$ cat src/rtl/mips_ctrl_pkg.sv
// mips_ctrl_pkg: opcode/funct constants, ALU codes, FSM state encoding and mux selects
package mips_ctrl_pkg;

    localparam logic [5:0] OP_RTYPE = 6'h00;
    localparam logic [5:0] OP_J     = 6'h02;
    localparam logic [5:0] OP_JAL   = 6'h03;
    localparam logic [5:0] OP_BEQ   = 6'h04;
    localparam logic [5:0] OP_BNE   = 6'h05;
    localparam logic [5:0] OP_ADDI  = 6'h08;
    localparam logic [5:0] OP_LW    = 6'h23;
    localparam logic [5:0] OP_SW    = 6'h2b;

    localparam logic [5:0] FN_SLL = 6'h00;
    localparam logic [5:0] FN_SRL = 6'h02;
    localparam logic [5:0] FN_JR  = 6'h08;
    localparam logic [5:0] FN_ADD = 6'h20;
    localparam logic [5:0] FN_SUB = 6'h22;
    localparam logic [5:0] FN_AND = 6'h24;
    localparam logic [5:0] FN_OR  = 6'h25;
    localparam logic [5:0] FN_SLT = 6'h2a;

    localparam logic [3:0] ALU_AND  = 4'b0000;
    localparam logic [3:0] ALU_OR   = 4'b0001;
    localparam logic [3:0] ALU_ADD  = 4'b0010;
    localparam logic [3:0] ALU_SUB  = 4'b0110;
    localparam logic [3:0] ALU_SLT  = 4'b0111;
    localparam logic [3:0] ALU_SLL  = 4'b1010;
    localparam logic [3:0] ALU_SRL  = 4'b1100;
    localparam logic [3:0] ALU_NONE = 4'b1111;

    localparam logic [1:0] RD_RT = 2'b00, RD_RD = 2'b01, RD_RA = 2'b10;
    localparam logic [1:0] M2R_ALU = 2'b00, M2R_MDR = 2'b01, M2R_PC = 2'b10;
    localparam logic [1:0] SA_PC = 2'b00, SA_A = 2'b01, SA_SHAMT = 2'b10;
    localparam logic [1:0] SB_B = 2'b00, SB_FOUR = 2'b01, SB_IMM = 2'b10, SB_IMM_SH2 = 2'b11;
    localparam logic [1:0] PCS_ALU = 2'b00, PCS_ALUOUT = 2'b01, PCS_JUMP = 2'b10, PCS_A = 2'b11;

    typedef enum logic [3:0] {
        S_FETCH    = 4'd0,
        S_DECODE   = 4'd1,
        S_MEM_ADDR = 4'd2,
        S_MEM_RD   = 4'd3,
        S_WB_MEM   = 4'd4,
        S_MEM_WR   = 4'd5,
        S_EXEC_R   = 4'd6,
        S_WB_R     = 4'd7,
        S_EXEC_I   = 4'd8,
        S_WB_I     = 4'd9,
        S_BRANCH   = 4'd10,
        S_JUMP     = 4'd11,
        S_JAL      = 4'd12,
        S_JR       = 4'd13,
        S_HALT     = 4'd15
    } state_t;

    function automatic logic [3:0] funct_alu(input logic [5:0] fn);
        return fn == FN_ADD ? ALU_ADD :
               fn == FN_SUB ? ALU_SUB :
               fn == FN_AND ? ALU_AND :
               fn == FN_OR  ? ALU_OR  :
               fn == FN_SLT ? ALU_SLT :
               fn == FN_SLL ? ALU_SLL :
               fn == FN_SRL ? ALU_SRL : ALU_NONE;
    endfunction

    // Unsupported encodings map to S_FETCH; the caller treats that as illegal.
    function automatic state_t decode_next(input logic [5:0] op, input logic [5:0] fn);
        case (op)
            OP_RTYPE: return fn == FN_JR ? S_JR :
                             funct_alu(fn) != ALU_NONE ? S_EXEC_R : S_FETCH;
            OP_ADDI: return S_EXEC_I;
            OP_LW, OP_SW: return S_MEM_ADDR;
            OP_BEQ, OP_BNE: return S_BRANCH;
            OP_J: return S_JUMP;
            OP_JAL: return S_JAL;
            default: return S_FETCH;
        endcase
    endfunction

endpackage

$ cat src/rtl/multicycle_control_if.sv
// multicycle_control_if: control/status bundle between the sequencer and the datapath
interface multicycle_control_if;
    logic [5:0] opcode;
    logic [5:0] funct;
    logic       alu_zero;
    logic       mem_ready;
    logic       pc_write;
    logic       ir_write;
    logic       i_or_d;
    logic       mem_read;
    logic       mem_write;
    logic       reg_write;
    logic [1:0] reg_dst;
    logic [1:0] mem_to_reg;
    logic [1:0] alu_src_a;
    logic [1:0] alu_src_b;
    logic [3:0] alu_ctrl;
    logic [1:0] pc_source;
    logic       instr_done;
    logic       illegal_instr;
    logic       mem_timeout;
    logic [3:0] state;

    modport master (
        input  opcode, funct, alu_zero, mem_ready,
        output pc_write, ir_write, i_or_d, mem_read, mem_write, reg_write, reg_dst, mem_to_reg,
               alu_src_a, alu_src_b, alu_ctrl, pc_source, instr_done, illegal_instr, mem_timeout, state
    );

    modport slave (
        output opcode, funct, alu_zero, mem_ready,
        input  pc_write, ir_write, i_or_d, mem_read, mem_write, reg_write, reg_dst, mem_to_reg,
               alu_src_a, alu_src_b, alu_ctrl, pc_source, instr_done, illegal_instr, mem_timeout, state
    );
endinterface

$ cat src/rtl/multicycle_control_mem_wait_timer.sv
// mem_wait_timer: counts consecutive not-ready cycles of a memory access and flags a timeout
module mem_wait_timer #(
    parameter int unsigned MAX = 15
) (
    input  logic clk,
    input  logic rst,
    input  logic waiting,
    output logic timeout,
    output logic mem_timeout
);
    localparam int W = MAX > 0 ? $clog2(MAX + 1) : 1;

    logic [W-1:0] cnt;

    assign timeout = MAX != 0 && waiting && cnt == W'(MAX);

    // Leaving the wait (ready or timeout) is always a state change, so the count restarts.
    always_ff @(posedge clk) begin
        if (rst) begin
            cnt         <= '0;
            mem_timeout <= 1'b0;
        end else begin
            cnt         <= (waiting && !timeout) ? cnt + 1'b1 : '0;
            mem_timeout <= mem_timeout | timeout;
        end
    end
endmodule

$ cat src/rtl/multicycle_control.sv
// multicycle_control: FETCH/DECODE/EXEC/MEM/WB sequencer for the multi-cycle MIPS core
module multicycle_control
    import mips_ctrl_pkg::*;
#(
    parameter int unsigned MEM_WAIT_MAX = 15
) (
    input  logic                   clk,
    input  logic                   rst,
    multicycle_control_if.master   bus
);
    state_t state;
    state_t next;
    state_t dec;
    logic   waiting;
    logic   timeout;

    assign dec     = decode_next(bus.opcode, bus.funct);
    assign waiting = (state == S_FETCH || state == S_MEM_RD || state == S_MEM_WR) && !bus.mem_ready;
    assign bus.state = state;

    mem_wait_timer #(.MAX(MEM_WAIT_MAX)) u_timer (
        .clk         (clk),
        .rst         (rst),
        .waiting     (waiting),
        .timeout     (timeout),
        .mem_timeout (bus.mem_timeout)
    );

    always_ff @(posedge clk) begin
        if (rst) state <= S_FETCH;
        else     state <= next;
    end

    always_comb begin
        next = S_FETCH;
        case (state)
            S_FETCH:    next = timeout ? S_HALT : bus.mem_ready ? S_DECODE : S_FETCH;
            S_DECODE:   next = dec;
            S_MEM_ADDR: next = bus.opcode == OP_LW ? S_MEM_RD : S_MEM_WR;
            S_MEM_RD:   next = timeout ? S_HALT : bus.mem_ready ? S_WB_MEM : S_MEM_RD;
            S_MEM_WR:   next = timeout ? S_HALT : bus.mem_ready ? S_FETCH : S_MEM_WR;
            S_EXEC_R:   next = S_WB_R;
            S_EXEC_I:   next = S_WB_I;
            S_HALT:     next = S_HALT;
            default:    next = S_FETCH;
        endcase
    end

    always_comb begin
        bus.pc_write      = 1'b0;
        bus.ir_write      = 1'b0;
        bus.i_or_d        = 1'b0;
        bus.mem_read      = 1'b0;
        bus.mem_write     = 1'b0;
        bus.reg_write     = 1'b0;
        bus.reg_dst       = RD_RT;
        bus.mem_to_reg    = M2R_ALU;
        bus.alu_src_a     = SA_PC;
        bus.alu_src_b     = SB_B;
        bus.alu_ctrl      = ALU_NONE;
        bus.pc_source     = PCS_ALU;
        bus.instr_done    = 1'b0;
        bus.illegal_instr = 1'b0;
        case (state)
            S_FETCH: begin
                bus.mem_read  = 1'b1;
                bus.alu_src_b = SB_FOUR;
                bus.alu_ctrl  = ALU_ADD;
                bus.ir_write  = bus.mem_ready;
                bus.pc_write  = bus.mem_ready;
            end
            S_DECODE: begin
                bus.alu_src_b     = SB_IMM_SH2;
                bus.alu_ctrl      = ALU_ADD;
                bus.illegal_instr = dec == S_FETCH;
                bus.instr_done    = dec == S_FETCH;
            end
            S_MEM_ADDR, S_EXEC_I: begin
                bus.alu_src_a = SA_A;
                bus.alu_src_b = SB_IMM;
                bus.alu_ctrl  = ALU_ADD;
            end
            S_MEM_RD: begin
                bus.mem_read = 1'b1;
                bus.i_or_d   = 1'b1;
            end
            S_WB_MEM: begin
                bus.reg_write  = 1'b1;
                bus.mem_to_reg = M2R_MDR;
                bus.instr_done = 1'b1;
            end
            S_MEM_WR: begin
                bus.mem_write  = 1'b1;
                bus.i_or_d     = 1'b1;
                bus.instr_done = bus.mem_ready;
            end
            S_EXEC_R: begin
                bus.alu_src_a = (bus.funct == FN_SLL || bus.funct == FN_SRL) ? SA_SHAMT : SA_A;
                bus.alu_ctrl  = funct_alu(bus.funct);
            end
            S_WB_R: begin
                bus.reg_write  = 1'b1;
                bus.reg_dst    = RD_RD;
                bus.instr_done = 1'b1;
            end
            S_WB_I: begin
                bus.reg_write  = 1'b1;
                bus.instr_done = 1'b1;
            end
            S_BRANCH: begin
                bus.alu_src_a  = SA_A;
                bus.alu_ctrl   = ALU_SUB;
                bus.pc_source  = PCS_ALUOUT;
                bus.pc_write   = bus.opcode[0] ? !bus.alu_zero : bus.alu_zero;
                bus.instr_done = 1'b1;
            end
            S_JUMP: begin
                bus.pc_write   = 1'b1;
                bus.pc_source  = PCS_JUMP;
                bus.instr_done = 1'b1;
            end
            S_JAL: begin
                bus.pc_write   = 1'b1;
                bus.pc_source  = PCS_JUMP;
                bus.reg_write  = 1'b1;
                bus.reg_dst    = RD_RA;
                bus.mem_to_reg = M2R_PC;
                bus.instr_done = 1'b1;
            end
            S_JR: begin
                bus.pc_write   = 1'b1;
                bus.pc_source  = PCS_A;
                bus.instr_done = 1'b1;
            end
            default: ;
        endcase
        // Reset abandons whatever is in flight: no write or pulse escapes.
        if (rst) begin
            bus.pc_write      = 1'b0;
            bus.ir_write      = 1'b0;
            bus.mem_read      = 1'b0;
            bus.mem_write     = 1'b0;
            bus.reg_write     = 1'b0;
            bus.instr_done    = 1'b0;
            bus.illegal_instr = 1'b0;
        end
    end
endmodule

$ cat src/flat_wrapper.sv
// flat-port wrapper written by rule: the top's interface ports become plain ports
module multicycle_control_flat import mips_ctrl_pkg::*;
#(
    parameter int unsigned MEM_WAIT_MAX = 15
)
  (clk, rst, bus_opcode, bus_funct, bus_alu_zero, bus_mem_ready, bus_pc_write, bus_ir_write, bus_i_or_d, bus_mem_read, bus_mem_write, bus_reg_write, bus_reg_dst, bus_mem_to_reg, bus_alu_src_a, bus_alu_src_b, bus_alu_ctrl, bus_pc_source, bus_instr_done, bus_illegal_instr, bus_mem_timeout, bus_state);
  multicycle_control_if bus_i ();
  input  logic clk;
  input  logic rst;
  input wire logic [$bits(bus_i.opcode)-1:0] bus_opcode;
  input wire logic [$bits(bus_i.funct)-1:0] bus_funct;
  input wire logic [$bits(bus_i.alu_zero)-1:0] bus_alu_zero;
  input wire logic [$bits(bus_i.mem_ready)-1:0] bus_mem_ready;
  output wire logic [$bits(bus_i.pc_write)-1:0] bus_pc_write;
  output wire logic [$bits(bus_i.ir_write)-1:0] bus_ir_write;
  output wire logic [$bits(bus_i.i_or_d)-1:0] bus_i_or_d;
  output wire logic [$bits(bus_i.mem_read)-1:0] bus_mem_read;
  output wire logic [$bits(bus_i.mem_write)-1:0] bus_mem_write;
  output wire logic [$bits(bus_i.reg_write)-1:0] bus_reg_write;
  output wire logic [$bits(bus_i.reg_dst)-1:0] bus_reg_dst;
  output wire logic [$bits(bus_i.mem_to_reg)-1:0] bus_mem_to_reg;
  output wire logic [$bits(bus_i.alu_src_a)-1:0] bus_alu_src_a;
  output wire logic [$bits(bus_i.alu_src_b)-1:0] bus_alu_src_b;
  output wire logic [$bits(bus_i.alu_ctrl)-1:0] bus_alu_ctrl;
  output wire logic [$bits(bus_i.pc_source)-1:0] bus_pc_source;
  output wire logic [$bits(bus_i.instr_done)-1:0] bus_instr_done;
  output wire logic [$bits(bus_i.illegal_instr)-1:0] bus_illegal_instr;
  output wire logic [$bits(bus_i.mem_timeout)-1:0] bus_mem_timeout;
  output wire logic [$bits(bus_i.state)-1:0] bus_state;
  assign bus_i.opcode = bus_opcode;
  assign bus_i.funct = bus_funct;
  assign bus_i.alu_zero = bus_alu_zero;
  assign bus_i.mem_ready = bus_mem_ready;
  assign bus_pc_write = bus_i.pc_write;
  assign bus_ir_write = bus_i.ir_write;
  assign bus_i_or_d = bus_i.i_or_d;
  assign bus_mem_read = bus_i.mem_read;
  assign bus_mem_write = bus_i.mem_write;
  assign bus_reg_write = bus_i.reg_write;
  assign bus_reg_dst = bus_i.reg_dst;
  assign bus_mem_to_reg = bus_i.mem_to_reg;
  assign bus_alu_src_a = bus_i.alu_src_a;
  assign bus_alu_src_b = bus_i.alu_src_b;
  assign bus_alu_ctrl = bus_i.alu_ctrl;
  assign bus_pc_source = bus_i.pc_source;
  assign bus_instr_done = bus_i.instr_done;
  assign bus_illegal_instr = bus_i.illegal_instr;
  assign bus_mem_timeout = bus_i.mem_timeout;
  assign bus_state = bus_i.state;
  multicycle_control #(.MEM_WAIT_MAX(MEM_WAIT_MAX)) u_core (.clk(clk), .rst(rst), .bus(bus_i));
endmodule
$ cat config.mk
export PLATFORM = sky130hd
export DESIGN_NAME = multicycle_control_flat
export DESIGN_NICKNAME = d
export VERILOG_FILES = /design/src/rtl/mips_ctrl_pkg.sv /design/src/rtl/multicycle_control_if.sv /design/src/rtl/multicycle_control_mem_wait_timer.sv /design/src/rtl/multicycle_control.sv /design/src/flat_wrapper.sv
export SDC_FILE = /design/constraint.sdc
export NUM_CORES = 1
export LEC_CHECK = 0
export ABC_CLOCK_PERIOD_IN_PS = 1780
export BUFFER_PORTS_ARGS = -buffer_cell sky130_fd_sc_hd__buf_2
export CAP_MARGIN = 40
export CORE_MARGIN = 5
export CORE_UTILIZATION = 51
export CTS_BUF_LIST = sky130_fd_sc_hd__clkbuf_8
export CTS_CLUSTER_SIZE = 20
export DETAILED_ROUTE_END_ITERATION = 12
export GPL_TIMING_DRIVEN = 0
export PLACE_DENSITY = 0.91
export SETUP_SLACK_MARGIN = 0.15
export SYNTH_ARGS = -nofsm -noshare
export SYNTH_HDL_FRONTEND = slang
export SYNTH_SLANG_ARGS = --single-unit
export TNS_END_PERCENT = 10
$ cat constraint.sdc
create_clock -name clk -period 1.78 [get_ports clk]
set_input_delay 0.089 -clock clk [delete_from_list [all_inputs] [get_ports clk]]
set_output_delay 0.089 -clock clk [all_outputs]
set_load 0.02 [all_outputs]
==> out/results.tsv <==
metric	value	unit
status	complete, but fails checks	
violations	negative setup slack	
grt_max_degree	11	
worstSetupPathType	input port to output pin	
start_util	53.2	%
drt_iter0_drc	128	
drc_errors	0	
slew_viol_final	0	
syn-mean-instance-area	6.66	um^2
min_period	1860	ps
clock_skew	3.57	ps
p_leak	0.764	nW
placed_area	1420	um^2
whs	274	ps
htree_levels	1	
yosys-top-cells-count	nor2_1, nand2_1, clkbuf_1, o21ai_0	
fmax	537	MHz
r2r_cells	6	
setup_ws	-83.8	ps
grt_pass1_vias	1451	
antenna_found_initial	0	
cts_tree	built	
port_buffers	40	
holdPathStages	2	
synth_largest_area_cell	dfxtp_1	
fin_util	81.6	%
drt-pass1-iter-count	7	
yosys.cell_types.count	51	
fin_setup_tns	-170	ps
end_kind	output pin	
crit_path_start	bus_funct[0]	
layout-drive-gt1-share	42.9	%
area_delta_synth_final	53.5	%
p_comb_share	37.5	%
required	1690	ps
grt_usage	21.7	%
setup_violations	3	
finalWeightedCongestion	0.934	
reg2reg_from	u_core.bus.state[0]	
ys_ff_latch	9	
nets	244	
p_per_area	392	nW/um^2
rr_endpoint	u_core.bus.state[1]	
worstHoldEndpoint	u_core.u_timer.mem_timeout	
min_path_type	input port to register	
peakVddDrop	0.791	mV
p_sw_share	33.2	%
synthArstFlopShare	0	%
dpl.cell_count	243	
grt-ovfl-total	0	
intPower	0.468	mW
maxCapViolations	0	
synth_cells	175	
routed_wl	4.42	mm
vias_per_cell	6.61	
clk_path_buf_depth	2	
r2r_setup_slack	90	ps
fill_cells	136	
seq_area_frac_synth	15.5	%
stdcell_area	1790	um^2
die_w	57.8	um
cp-start-kind	input port	
synth_top_cell_area_share	15.5	%
yosysMostFrequentCell	nor2_1	
clk-insertion-delay-late	230	ps
clk_pin_slew	40	ps
die_area	3340	um^2
vias	1678	
finalHoldViolations	0	
netlist_area	1160	um^2
timing.slew.headroom	68.0	%
antenna_left	0	
antennaDiodeCount	0	
fin_cells	254	
crit_fanout	5	
p_total	0.702	mW
num_rows	17	
cts_made_buffers	3	
rsz0062_at_grt	true	
cts.sinks	9	
switching_power	0.233	mW
pre_cts_slack	-104	ps
min-delay-start	rst	
worst_pin_slew	480	ps
cp.arrival	1770	ps
cts_hold_buf	0	
cts_root_buffer	clkbuf_8	
fin_crit_sh	105	%
synth_area_leaders	dfxtp_1, nor2_1, nand2_1	
core	2190	um^2
synth_flop_cell	dfxtp_1	
syn-num-nets	192	
p_seq_share	30.2	%
yosysWarnings	0	
die_h	57.8	um
hpwl	2.51	mm
drt-wirelength-per-cell	17.4	um
grt_first_pass_wirelength	6.02	mm
ios	43	
p_clk_share	32.3	%
synth_edf_count	0	
==> power groups by stage <==
stage / registers [mW] / clock network, mW / logic, mW
3_3_place_gp: 0.214 / 0 / 0.193
3_5_place_dp: 0.214 / 0 / 0.194
6_report: 0.212 / 0.227 / 0.263
4_1_cts: 0.211 / 0.232 / 0.216
2_1_floorplan: 0.217 / 0 / 0.125
5_1_grt: 0.212 / 0.243 / 0.279
==> flip-flops by register name (all words and copies together) (netlist names) <==
signal / cells
u_core.bus.state: 4
u_core.u_timer.cnt: 4
u_core.u_timer.mem_timeout: 1
==> how the worst max path moves through the flow <==
stage,endpoint,slack [ps],cells after the start
6_report,bus_instr_done,-80,7
5_1_grt,bus_instr_done,-130,7
4_1_cts,bus_instr_done,-110,7
3_5_place_dp,bus_instr_done,-100,7
3_3_place_gp,bus_instr_done,-100,7
2_1_floorplan,bus_pc_write,110,5
==> cell families (layout without fill, tap and decap cells) <==
group                    count (synthesis)  count (layout)  synth area share [%]
AND/OR/NAND/NOR                         86              86                  37.5
AO/OA/AOI/OAI                           48              48                  29.5
adder cells (fa/ha/maj)                  1               1                  1.07
flip-flops                               9               9                  15.5
multiplexers                             5               5                  4.62
buffers and inverters                   20              71                  7.30
XOR/XNOR                                 6               6                  4.51
==> cells in the final DEF, fill, tap and decap left out, types with 5 or more instances in the layout <==
master,netlist,routed
buf_8,0,8
nor2_1,31,28
buf_2,2,29
clkbuf_8,0,5
nand2_1,17,14
buf_6,0,6
a21oi_1,8,6
buf_4,2,14
nor3_1,9,7
o21ai_0,11,10
dfxtp_1,9,5
==> critical path, stage by stage <==
cell,delay [ps]
buf_8,100
or3_4,400
or3_4,360
a2111oi_4,320
nand4b_1,230
a211oi_2,90
buf_4,180
==> final cells by class <==
type	instances	area [um^2]	area share, %
clock buffers	3	41.3	2.31
well taps	28	35.0	1.96
flip-flops and latches	9	185	10.4
multi-input cells	146	1010	56.3
inverters	5	38.8	2.17
plain buffers	14	160	8.96
repair buffers	48	318	17.8
clock inverters	1	3.75	0.210
==> layer usage <==
metal	routed length (um)	GRT usage, %
met5	0	0
met4	254	5.96
met3	515	6.46
met2	2050	38.4
met1	1600	25.2
==> timing repair <==
| item | in CTS | in global routing |
|---|---|---|
| cloned | 0 | 0 |
| endpoints found under the setup margin | 20 | 22 |
| gates resized for setup | 44 | 34 |
| pin swaps | 12 | 12 |
| setup buffers | 3 | 5 |
Power figures use the tool's default switching activity.
